[src/rtl/srt_div_pkg.sv]
// Shared types and constants for the arbitrated SRT divider controller.
package srt_div_pkg;

  typedef enum logic [1:0] {
    StIdle,
    StIssue,
    StWait,
    StResp
  } state_e;

  localparam logic [1:0] ERR_OK  = 2'b00;
  localparam logic [1:0] ERR_DZ  = 2'b01;
  localparam logic [1:0] ERR_TMO = 2'b10;

endpackage

[src/rtl/rr_arb.sv]
// Combinational round-robin arbiter: first valid index at or after ptr_i, wrapping.
module rr_arb #(
  parameter  int unsigned NREQ = 4,
  localparam int unsigned IDW  = $clog2(NREQ)
) (
  input  logic [NREQ-1:0] valid_i,
  input  logic [IDW-1:0]  ptr_i,
  output logic [NREQ-1:0] grant_o,
  output logic [IDW-1:0]  idx_o,
  output logic            any_o
);

  localparam int unsigned KW = IDW + 1;

  logic [KW-1:0] w_k;
  logic          w_found;

  always_comb begin
    idx_o   = '0;
    w_found = 1'b0;
    w_k     = '0;
    for (int unsigned i = 0; i < NREQ; i++) begin
      w_k = {1'b0, ptr_i} + KW'(i);
      if (w_k >= KW'(NREQ)) w_k = w_k - KW'(NREQ);
      if (!w_found && valid_i[w_k[IDW-1:0]]) begin
        w_found = 1'b1;
        idx_o   = w_k[IDW-1:0];
      end
    end
  end

  always_comb begin
    grant_o = '0;
    if (w_found) grant_o[idx_o] = 1'b1;
  end

  assign any_o = |valid_i;

endmodule

[src/rtl/srt_div_arb.sv]
// Arbitrates NREQ requesters onto one external divider core, one division in flight.
module srt_div_arb
  import srt_div_pkg::*;
#(
  parameter  int unsigned NREQ    = 4,
  parameter  int unsigned WIDTH   = 8,
  parameter  int unsigned TMO_CYC = 64,
  localparam int unsigned IDW     = $clog2(NREQ)
) (
  input  logic                  clk,
  input  logic                  rstn,
  input  logic [NREQ-1:0]       req_valid_i,
  output logic [NREQ-1:0]       req_ready_o,
  input  logic [NREQ*WIDTH-1:0] req_op1_i,
  input  logic [NREQ*WIDTH-1:0] req_op2_i,
  output logic                  rsp_valid_o,
  input  logic                  rsp_ready_i,
  output logic [IDW-1:0]        rsp_id_o,
  output logic [WIDTH-1:0]      rsp_quo_o,
  output logic [WIDTH-1:0]      rsp_rem_o,
  output logic [1:0]            rsp_err_o,
  output logic                  div_start_o,
  output logic [WIDTH-1:0]      div_op1_o,
  output logic [WIDTH-1:0]      div_op2_o,
  input  logic                  div_done_i,
  input  logic [WIDTH-1:0]      div_quo_i,
  input  logic [WIDTH-1:0]      div_rem_i
);

  localparam int unsigned CW = $clog2(TMO_CYC + 1);

  state_e           r_state;
  logic [IDW-1:0]   r_ptr;
  logic [IDW-1:0]   r_id;
  logic [CW-1:0]    r_cnt;
  logic             r_rsp_valid;
  logic [IDW-1:0]   r_rsp_id;
  logic [WIDTH-1:0] r_rsp_quo;
  logic [WIDTH-1:0] r_rsp_rem;
  logic [1:0]       r_rsp_err;
  logic             r_div_start;
  logic [WIDTH-1:0] r_div_op1;
  logic [WIDTH-1:0] r_div_op2;

  logic [NREQ-1:0]  w_grant;
  logic [IDW-1:0]   w_idx;
  logic             w_any;
  logic             w_accept;
  logic [WIDTH-1:0] w_op1;
  logic [WIDTH-1:0] w_op2;

  rr_arb #(
    .NREQ(NREQ)
  ) u_rr_arb (
    .valid_i(req_valid_i),
    .ptr_i  (r_ptr),
    .grant_o(w_grant),
    .idx_o  (w_idx),
    .any_o  (w_any)
  );

  assign w_accept    = (r_state == StIdle) && w_any;
  assign req_ready_o = w_accept ? w_grant : '0;
  assign w_op1       = req_op1_i[w_idx*WIDTH +: WIDTH];
  assign w_op2       = req_op2_i[w_idx*WIDTH +: WIDTH];

  always_ff @(posedge clk or negedge rstn) begin
    if (!rstn) begin
      r_state     <= StIdle;
      r_ptr       <= '0;
      r_id        <= '0;
      r_cnt       <= '0;
      r_rsp_valid <= 1'b0;
      r_rsp_id    <= '0;
      r_rsp_quo   <= '0;
      r_rsp_rem   <= '0;
      r_rsp_err   <= ERR_OK;
      r_div_start <= 1'b0;
      r_div_op1   <= '0;
      r_div_op2   <= '0;
    end else begin
      unique case (r_state)
        StIdle: begin
          if (w_accept) begin
            r_id      <= w_idx;
            r_div_op1 <= w_op1;
            r_div_op2 <= w_op2;
            // Divide-by-zero never reaches the core.
            if (w_op2 == '0) begin
              r_rsp_valid <= 1'b1;
              r_rsp_id    <= w_idx;
              r_rsp_quo   <= '1;
              r_rsp_rem   <= w_op1;
              r_rsp_err   <= ERR_DZ;
              r_state     <= StResp;
            end else begin
              r_div_start <= 1'b1;
              r_state     <= StIssue;
            end
          end
        end
        StIssue: begin
          r_div_start <= 1'b0;
          r_cnt       <= '0;
          r_state     <= StWait;
        end
        StWait: begin
          // Done has priority over a coincident watchdog expiry.
          if (div_done_i) begin
            r_rsp_valid <= 1'b1;
            r_rsp_id    <= r_id;
            r_rsp_quo   <= div_quo_i;
            r_rsp_rem   <= div_rem_i;
            r_rsp_err   <= ERR_OK;
            r_state     <= StResp;
          end else if (r_cnt == CW'(TMO_CYC - 1)) begin
            r_rsp_valid <= 1'b1;
            r_rsp_id    <= r_id;
            r_rsp_quo   <= '0;
            r_rsp_rem   <= '0;
            r_rsp_err   <= ERR_TMO;
            r_state     <= StResp;
          end else begin
            r_cnt <= r_cnt + 1'b1;
          end
        end
        StResp: begin
          if (rsp_ready_i) begin
            r_rsp_valid <= 1'b0;
            r_ptr       <= (r_id == IDW'(NREQ - 1)) ? '0 : r_id + 1'b1;
            r_state     <= StIdle;
          end
        end
        default: r_state <= StIdle;
      endcase
    end
  end

  assign rsp_valid_o = r_rsp_valid;
  assign rsp_id_o    = r_rsp_id;
  assign rsp_quo_o   = r_rsp_quo;
  assign rsp_rem_o   = r_rsp_rem;
  assign rsp_err_o   = r_rsp_err;
  assign div_start_o = r_div_start;
  assign div_op1_o   = r_div_op1;
  assign div_op2_o   = r_div_op2;

endmodule

[config.mk]
export PLATFORM = sky130hd
export DESIGN_NAME = srt_div_arb
export DESIGN_NICKNAME = d
export VERILOG_FILES = /design/src/rtl/srt_div_pkg.sv /design/src/rtl/rr_arb.sv /design/src/rtl/srt_div_arb.sv
export SDC_FILE = /design/constraint.sdc
export NUM_CORES = 1
export LEC_CHECK = 0
export CAP_MARGIN = 20
export CELL_PAD_IN_SITES_DETAIL_PLACEMENT = 1
export CELL_PAD_IN_SITES_GLOBAL_PLACEMENT = 1
export CORE_ASPECT_RATIO = 1.75
export CORE_MARGIN = 2
export CORE_UTILIZATION = 31
export DETAILED_ROUTE_END_ITERATION = 10
export PLACE_DENSITY_LB_ADDON = 0.1
export SKIP_CTS_REPAIR_TIMING = 1
export SLEW_MARGIN = 10
export SYNTH_ARGS = -nofsm -noshare
export SYNTH_HDL_FRONTEND = slang
export SYNTH_SLANG_ARGS = --single-unit
[constraint.sdc]
create_clock -name clk -period 3.9 [get_ports clk]
set_clock_uncertainty 0.2 [all_clocks]
set_input_delay 0.585 -clock clk [delete_from_list [all_inputs] [get_ports clk]]
set_output_delay 0.585 -clock clk [all_outputs]
set_load 0.02 [all_outputs]
* Word level (Yosys, flattened, before mapping) *
Index checks and enable logic that the tools add are counted.

word-level totals
  flip-flop bits (word level) = 51

cells by class
  add/sub/neg operators = 9
  magnitude comparators = 10
  equal/unequal tests = 12
  shifts and indexed selects = 2
  muxes and demuxes = 62
  reductions and logical operators = 22

operator list
  operator               number
  $shiftx A32 B6 Y8      2
  $mux W8                7
  $mux W2                22
  $pmux W8 S2            2
  $mux W1                16
  $lt A2 B3 Y1 const B   5
  $mux W7                2
  $pmux W7 S2            1
  $ne A2 B2 Y1 const B   5
  $ge A3 B3 Y1 const B   3
  $reduce_and A3 Y1      3
  $bmux W1 S2            4
  $logic_not A8 Y1       1
  $mux W4                2
  $pmux W2 S2            2
  $pmux W2 S4            1
  $sub A2 B1 Y2 const B  4
  $add A7 B1 Y7 const B  1
  $eq A7 B6 Y1 const B   1
  $add A2 B2 Y3 const B  2
  $eq A2 B2 Y1 const B   3
  $reduce_bool A2 Y1     3
  $logic_and A1 B1 Y1    5
  $reduce_and A5 Y1      1
  16 further kinds       19

* Longest topological paths before layout *
  word-level depth = 20
  mapped depth = 12
  depth with buffers taken out = 8

* Modules after synthesis *
From an unflattened synthesis, not the netlist that was laid out.

second synthesis, totals
  cells, all modules = 269
  area total of the unflattened synthesis = 2981.6 µm²

modules (own cells, without submodules)
  module       instances  cells an instance  area an instance (µm²)
  srt_div_arb  1          236                2770.2
  rr_arb       1          33                 211.5

* Least setup slack after synthesis *
OpenSTA, ideal clock, no wires.

  path type = input to register
  start point = in req_valid_i[2]
  end point = reg r_rsp_rem[7], in the netlist rsp_rem_o[7]
  library setup time = 0.125 ns
  arrival time = 3.399 ns
  required time = 3.575 ns
  slack = 0.176 ns
  cell stages on the path = 12
  path through = mux2i_2 nor2_2 or3_1 buf_6 buf_6 a211oi_1 o22ai_1 or4_1 buf_2 o31ai_4 buf_6 mux2_4

on the way
  word-level cells in the longest chain between the ends = 16

ends and longest elaborated chain
  what                                                        RTL line                              source
  start: declaration                                          srt_div_arb.sv:12                     input logic [NREQ-1:0] req_valid_i,
  $bmux W1 S2                                                 rr_arb.sv:25                          if (!w_found && valid_i[w_k[IDW-1:0]]) begin
  $mux W1 (implied by the code)                               rr_arb.sv:25
  $mux W1                                                     rr_arb.sv:25
  $logic_not A1 Y1                                            rr_arb.sv:25
  $logic_and A1 B1 Y1                                         rr_arb.sv:25
  $mux W1                                                     rr_arb.sv:25
  $logic_not A1 Y1                                            rr_arb.sv:25
  $logic_and A1 B1 Y1                                         rr_arb.sv:25
  $mux W1                                                     rr_arb.sv:25
  $logic_not A1 Y1                                            rr_arb.sv:25
  $logic_and A1 B1 Y1                                         rr_arb.sv:25
  $mux W2                                                     rr_arb.sv:25
  $shiftx A32 B6 Y8 (on tied branches)                        srt_div_arb.sv:65, srt_div_arb.sv:64
  $logic_not A8 Y1 or $mux W8 (tied branches)                 srt_div_arb.sv:89                     if (w_op2 == '0) begin
  $ne A2 B1 Y1 (no line) or $mux W8 (tied branches)           --
  $reduce_and A4 Y1 (no line) or $pmux W8 S2 (tied branches)  --
  end signal: assignment                                      srt_div_arb.sv:93                     r_rsp_rem <= w_op1;
  end signal: assignment                                      srt_div_arb.sv:113                    r_rsp_rem <= div_rem_i;
  end: declaration                                            srt_div_arb.sv:39                     logic [WIDTH-1:0] r_rsp_rem;

Several ways; a longest one is shown, not always the timed one. The select of a mux whose other input is x is not followed.
A chain may end at the register's enable or synchronous reset.

* Worst setup path in the final report *
  start point = in req_valid_i[2]
  end point = reg r_rsp_rem[1], in the netlist rsp_rem_o[1]

The elaborated chain is that of the path after synthesis.

==> results.yml <==
status:
  status: "complete, no violations"
power:
  p_sw_share_pct: 39.4
  design_power_total_uw: 3570
  seqPwrFrac_pct: 26.4
  combPwrFrac_pct: 58.0
  power_density_nw_per_um2: 727
  p_leak_uw: 0.00208
  ir_drop_uv: 352
  p_int_uw: 2160
  clock_power_share_pct: 15.6
  p_switching_uw: 1410
die:
  num_rows: 47
  die_height_microns: 135
  die_w_microns: 78.8
  dieArea_sq_um: 10600
  io_pins: 130
  fp.coreArea_sq_um: 9470
  start_util_pct: 32.0
grt:
  gr-usage-all-layers_pct: 18.6
  grt_pass1_vias: 3301
  grt_pass1_wl_microns: 15700
  antenna_found_initial: 0
  grt_max_degree: 38
  grt-ovfl-total: 0
sta:
  finalHoldViolCount: 0
  slew_viol_final: 0
  setup_slack_ps: 198
  max_slew.worst_pin.slew_ps: 648
  relSlewSlack_pct: 56.8
  fmaxAchievable_mhz: 270
  rsz0062_at_grt: "no"
  period_share_pct: 94.9
  hold_ws_ps: 119
  period_minus_slack_ps: 3700
  setup_viol: 0
route:
  wl_met1_microns: 3530
  viasPerCell: 5.13
  postRouteAntennaNets: 0
  firstDrtPassIters: 4
  drcViolationCount: 0
  wl_met3_microns: 451
  drtIter0Drc: 62
  wl_met2_microns: 5520
  num_vias: 3035
  dr.max_layer_used: "met4"
  routed_wirelength_microns: 9710
  avgRoutedWirePerCell_microns: 16.4
placed_design:
  dp.cells: 583
  detailed_place_hpwl_microns: 7830
  routabilityCongestion: 0.807
  dpl_cell_area_sq_um: 4670
  port_buffers: 129
  dp_slack_ps: -310
setup_path:
  cp_max_fo: 20
  r2r-start: "r_ptr[1]$_DFFE_PN0P_"
  start_kind: "input pin"
  path_class: "input pin to flop"
  crit_required_ps: 3880
  end_kind: "flop"
  setup.worst_path.end: "rsp_rem_o[1]$_DFFE_PN0P_"
  r2r-end: "rsp_rem_o[1]$_DFFE_PN0P_"
  startpoint: "req_valid_i[2]"
  worstRegToRegCells: 10
  rrSetupSlack_ps: 380
  worstPathArrival_ps: 3680
finish:
  nFillCells: 1083
  fin_area_sq_um: 4910
  final_cell_mix: "clkdlybuf4s50_1, dfrtp_1, nand2_1"
  nets: 563
  instances_no_fill: 592
  register_area_sq_um: 1280
  layout_commonest_cell: "clkdlybuf4s50_1"
  drive_gt1_share_pct: 15.3
  areaGrowthSynthToFinish_pct: 61.9
  multiInputGateArea_sq_um: 1640
  num_antenna_cells: 0
synth:
  syn_avg_cell_area_sq_um: 9.60
  yosysSeqAreaShare_pct: 42.1
  ys_warn_count: 0
  postSynthCellCount: 316
  synth_cell_type_count: 46
  syn_area_sq_um: 3030
  syn-num-nets: 410
  synth.ff_latch_count: 51
  synth_area_leaders: "dfrtp_1, mux2i_1, nand2_1"
  synth_area_leader_cell: "dfrtp_1"
  synth_top_cell_area_share_pct: 42.1
clocking:
  clkTransAtPathRegs_ps: 70
  clockRootBuffer: "clkbuf_16"
  cts-buffers-inserted: 5
  cts_tree: "built"
  clkLatencyLatePin_ps: 290
  clockBufferDepth: 2
  clock-sinks: 51
  h-tree-depth: 2
worst_hold_path:
  hp-class: "input pin to asynchronous set/reset pin"
run:
  maxCapViolCount: 0
[cell type report]
cell class                      count  area share [%]
Inverter                           16            1.22
Timing Repair Buffer              167            32.5
Multi-Input combinational cell    228            33.4
Tap cell                          122            3.11
Clock inverter                      2            1.22
Clock buffer                        6            2.62
Sequential cell                    51            26.0
[metal layers]
layer,global-route usage [%],vias up
met4,6.34,0
met3,3.88,12
li1,-,1461
met2,35.8,84
met5,0,-
met1,19.6,1478
[cell usage after synthesis (all sizes together)]
cell,count
a211oi,17
a21boi,1
a21oi,10
a2bb2oi,8
a311o,1
a31oi,1
and2,1
and3,1
buf,6
clkbuf,15
dfrtp,51
ha,6
inv,16
mux2,11
mux2i,26
nand2,47
nand2b,3
nand3,6
nand4,1
nor2,8
nor2b,2
nor3,3
nor4,1
nor4b,17
o21a,2
o21ai,24
o21bai,2
o221ai,1
o22a,1
o22ai,6
o311a,1
o31a,1
o31ai,12
o32ai,1
or3,2
or4,2
xor2,2
[per-stage QoR]
step,setup TNS [ps],utilization (%)
2_1_floorplan,0,-
3_3_place_gp,-2220,49.3
3_5_place_dp,-5670,49.3
4_1_cts,-12.8,51.3
5_1_grt,0,51.9
6_report,0,51.9
[cells by family after synthesis]
family	Yosys count	share of synthesized area, %
AND/OR/NAND/NOR	94	16.0
AO/OA/AOI/OAI	89	20.5
flip-flops	51	42.1
buffers and inverters	37	5.36
multiplexers	37	12.9
adder cells (fa/ha/maj)	6	2.48
XOR/XNOR	2	0.578
[worst min-delay path by stage]
stage / cells past startpoint / endpoint / startpoint / slack (ps)
after floorplan: 0 / div_op1_o[0]$_DFFE_PN0P_ / rstn / 90
after global placement: 2 / div_op2_o[0]$_DFFE_PN0P_ / div_op2_o[0]$_DFFE_PN0P_ / 260
after detailed placement: 2 / div_op2_o[7]$_DFFE_PN0P_ / div_op2_o[7]$_DFFE_PN0P_ / 270
after CTS: 1 / r_cnt[0]$_DFFE_PN0P_ / rstn / 140
after global routing: 1 / r_state[0]$_DFFE_PN0P_ / rstn / 160
final: 1 / r_cnt[0]$_DFFE_PN0P_ / rstn / 120
[power by group through the flow]
stage	sequential (uW)	clock, uW	combinational, uW
after global placement	951	0	2020
final	944	557	2070
after global routing	976	589	2260
after detailed placement	956	0	2070
after CTS	951	570	2070
after floorplan	1150	0	942
[critical path: stages]
cell and delay (ps):
clkdlybuf4s50_1 460, mux2i_2 220, nor2_2 60, or3_1 360, buf_4 220, a211oi_1 360, o22ai_1 140, or4_4 530
o31ai_4 230, buf_12 170, mux2_2 330
[flip-flops by register name, indices dropped and copies added (netlist names)]
register / flops
div_op1_o: 8
div_op2_o: 8
div_start_o: 1
r_cnt: 7
r_id: 2
r_ptr: 2
r_state: 2
rsp_err_o: 2
rsp_id_o: 2
rsp_quo_o: 8
rsp_rem_o: 8
rsp_valid_o: 1
Note: power is estimated with default switching activity, not from simulation.
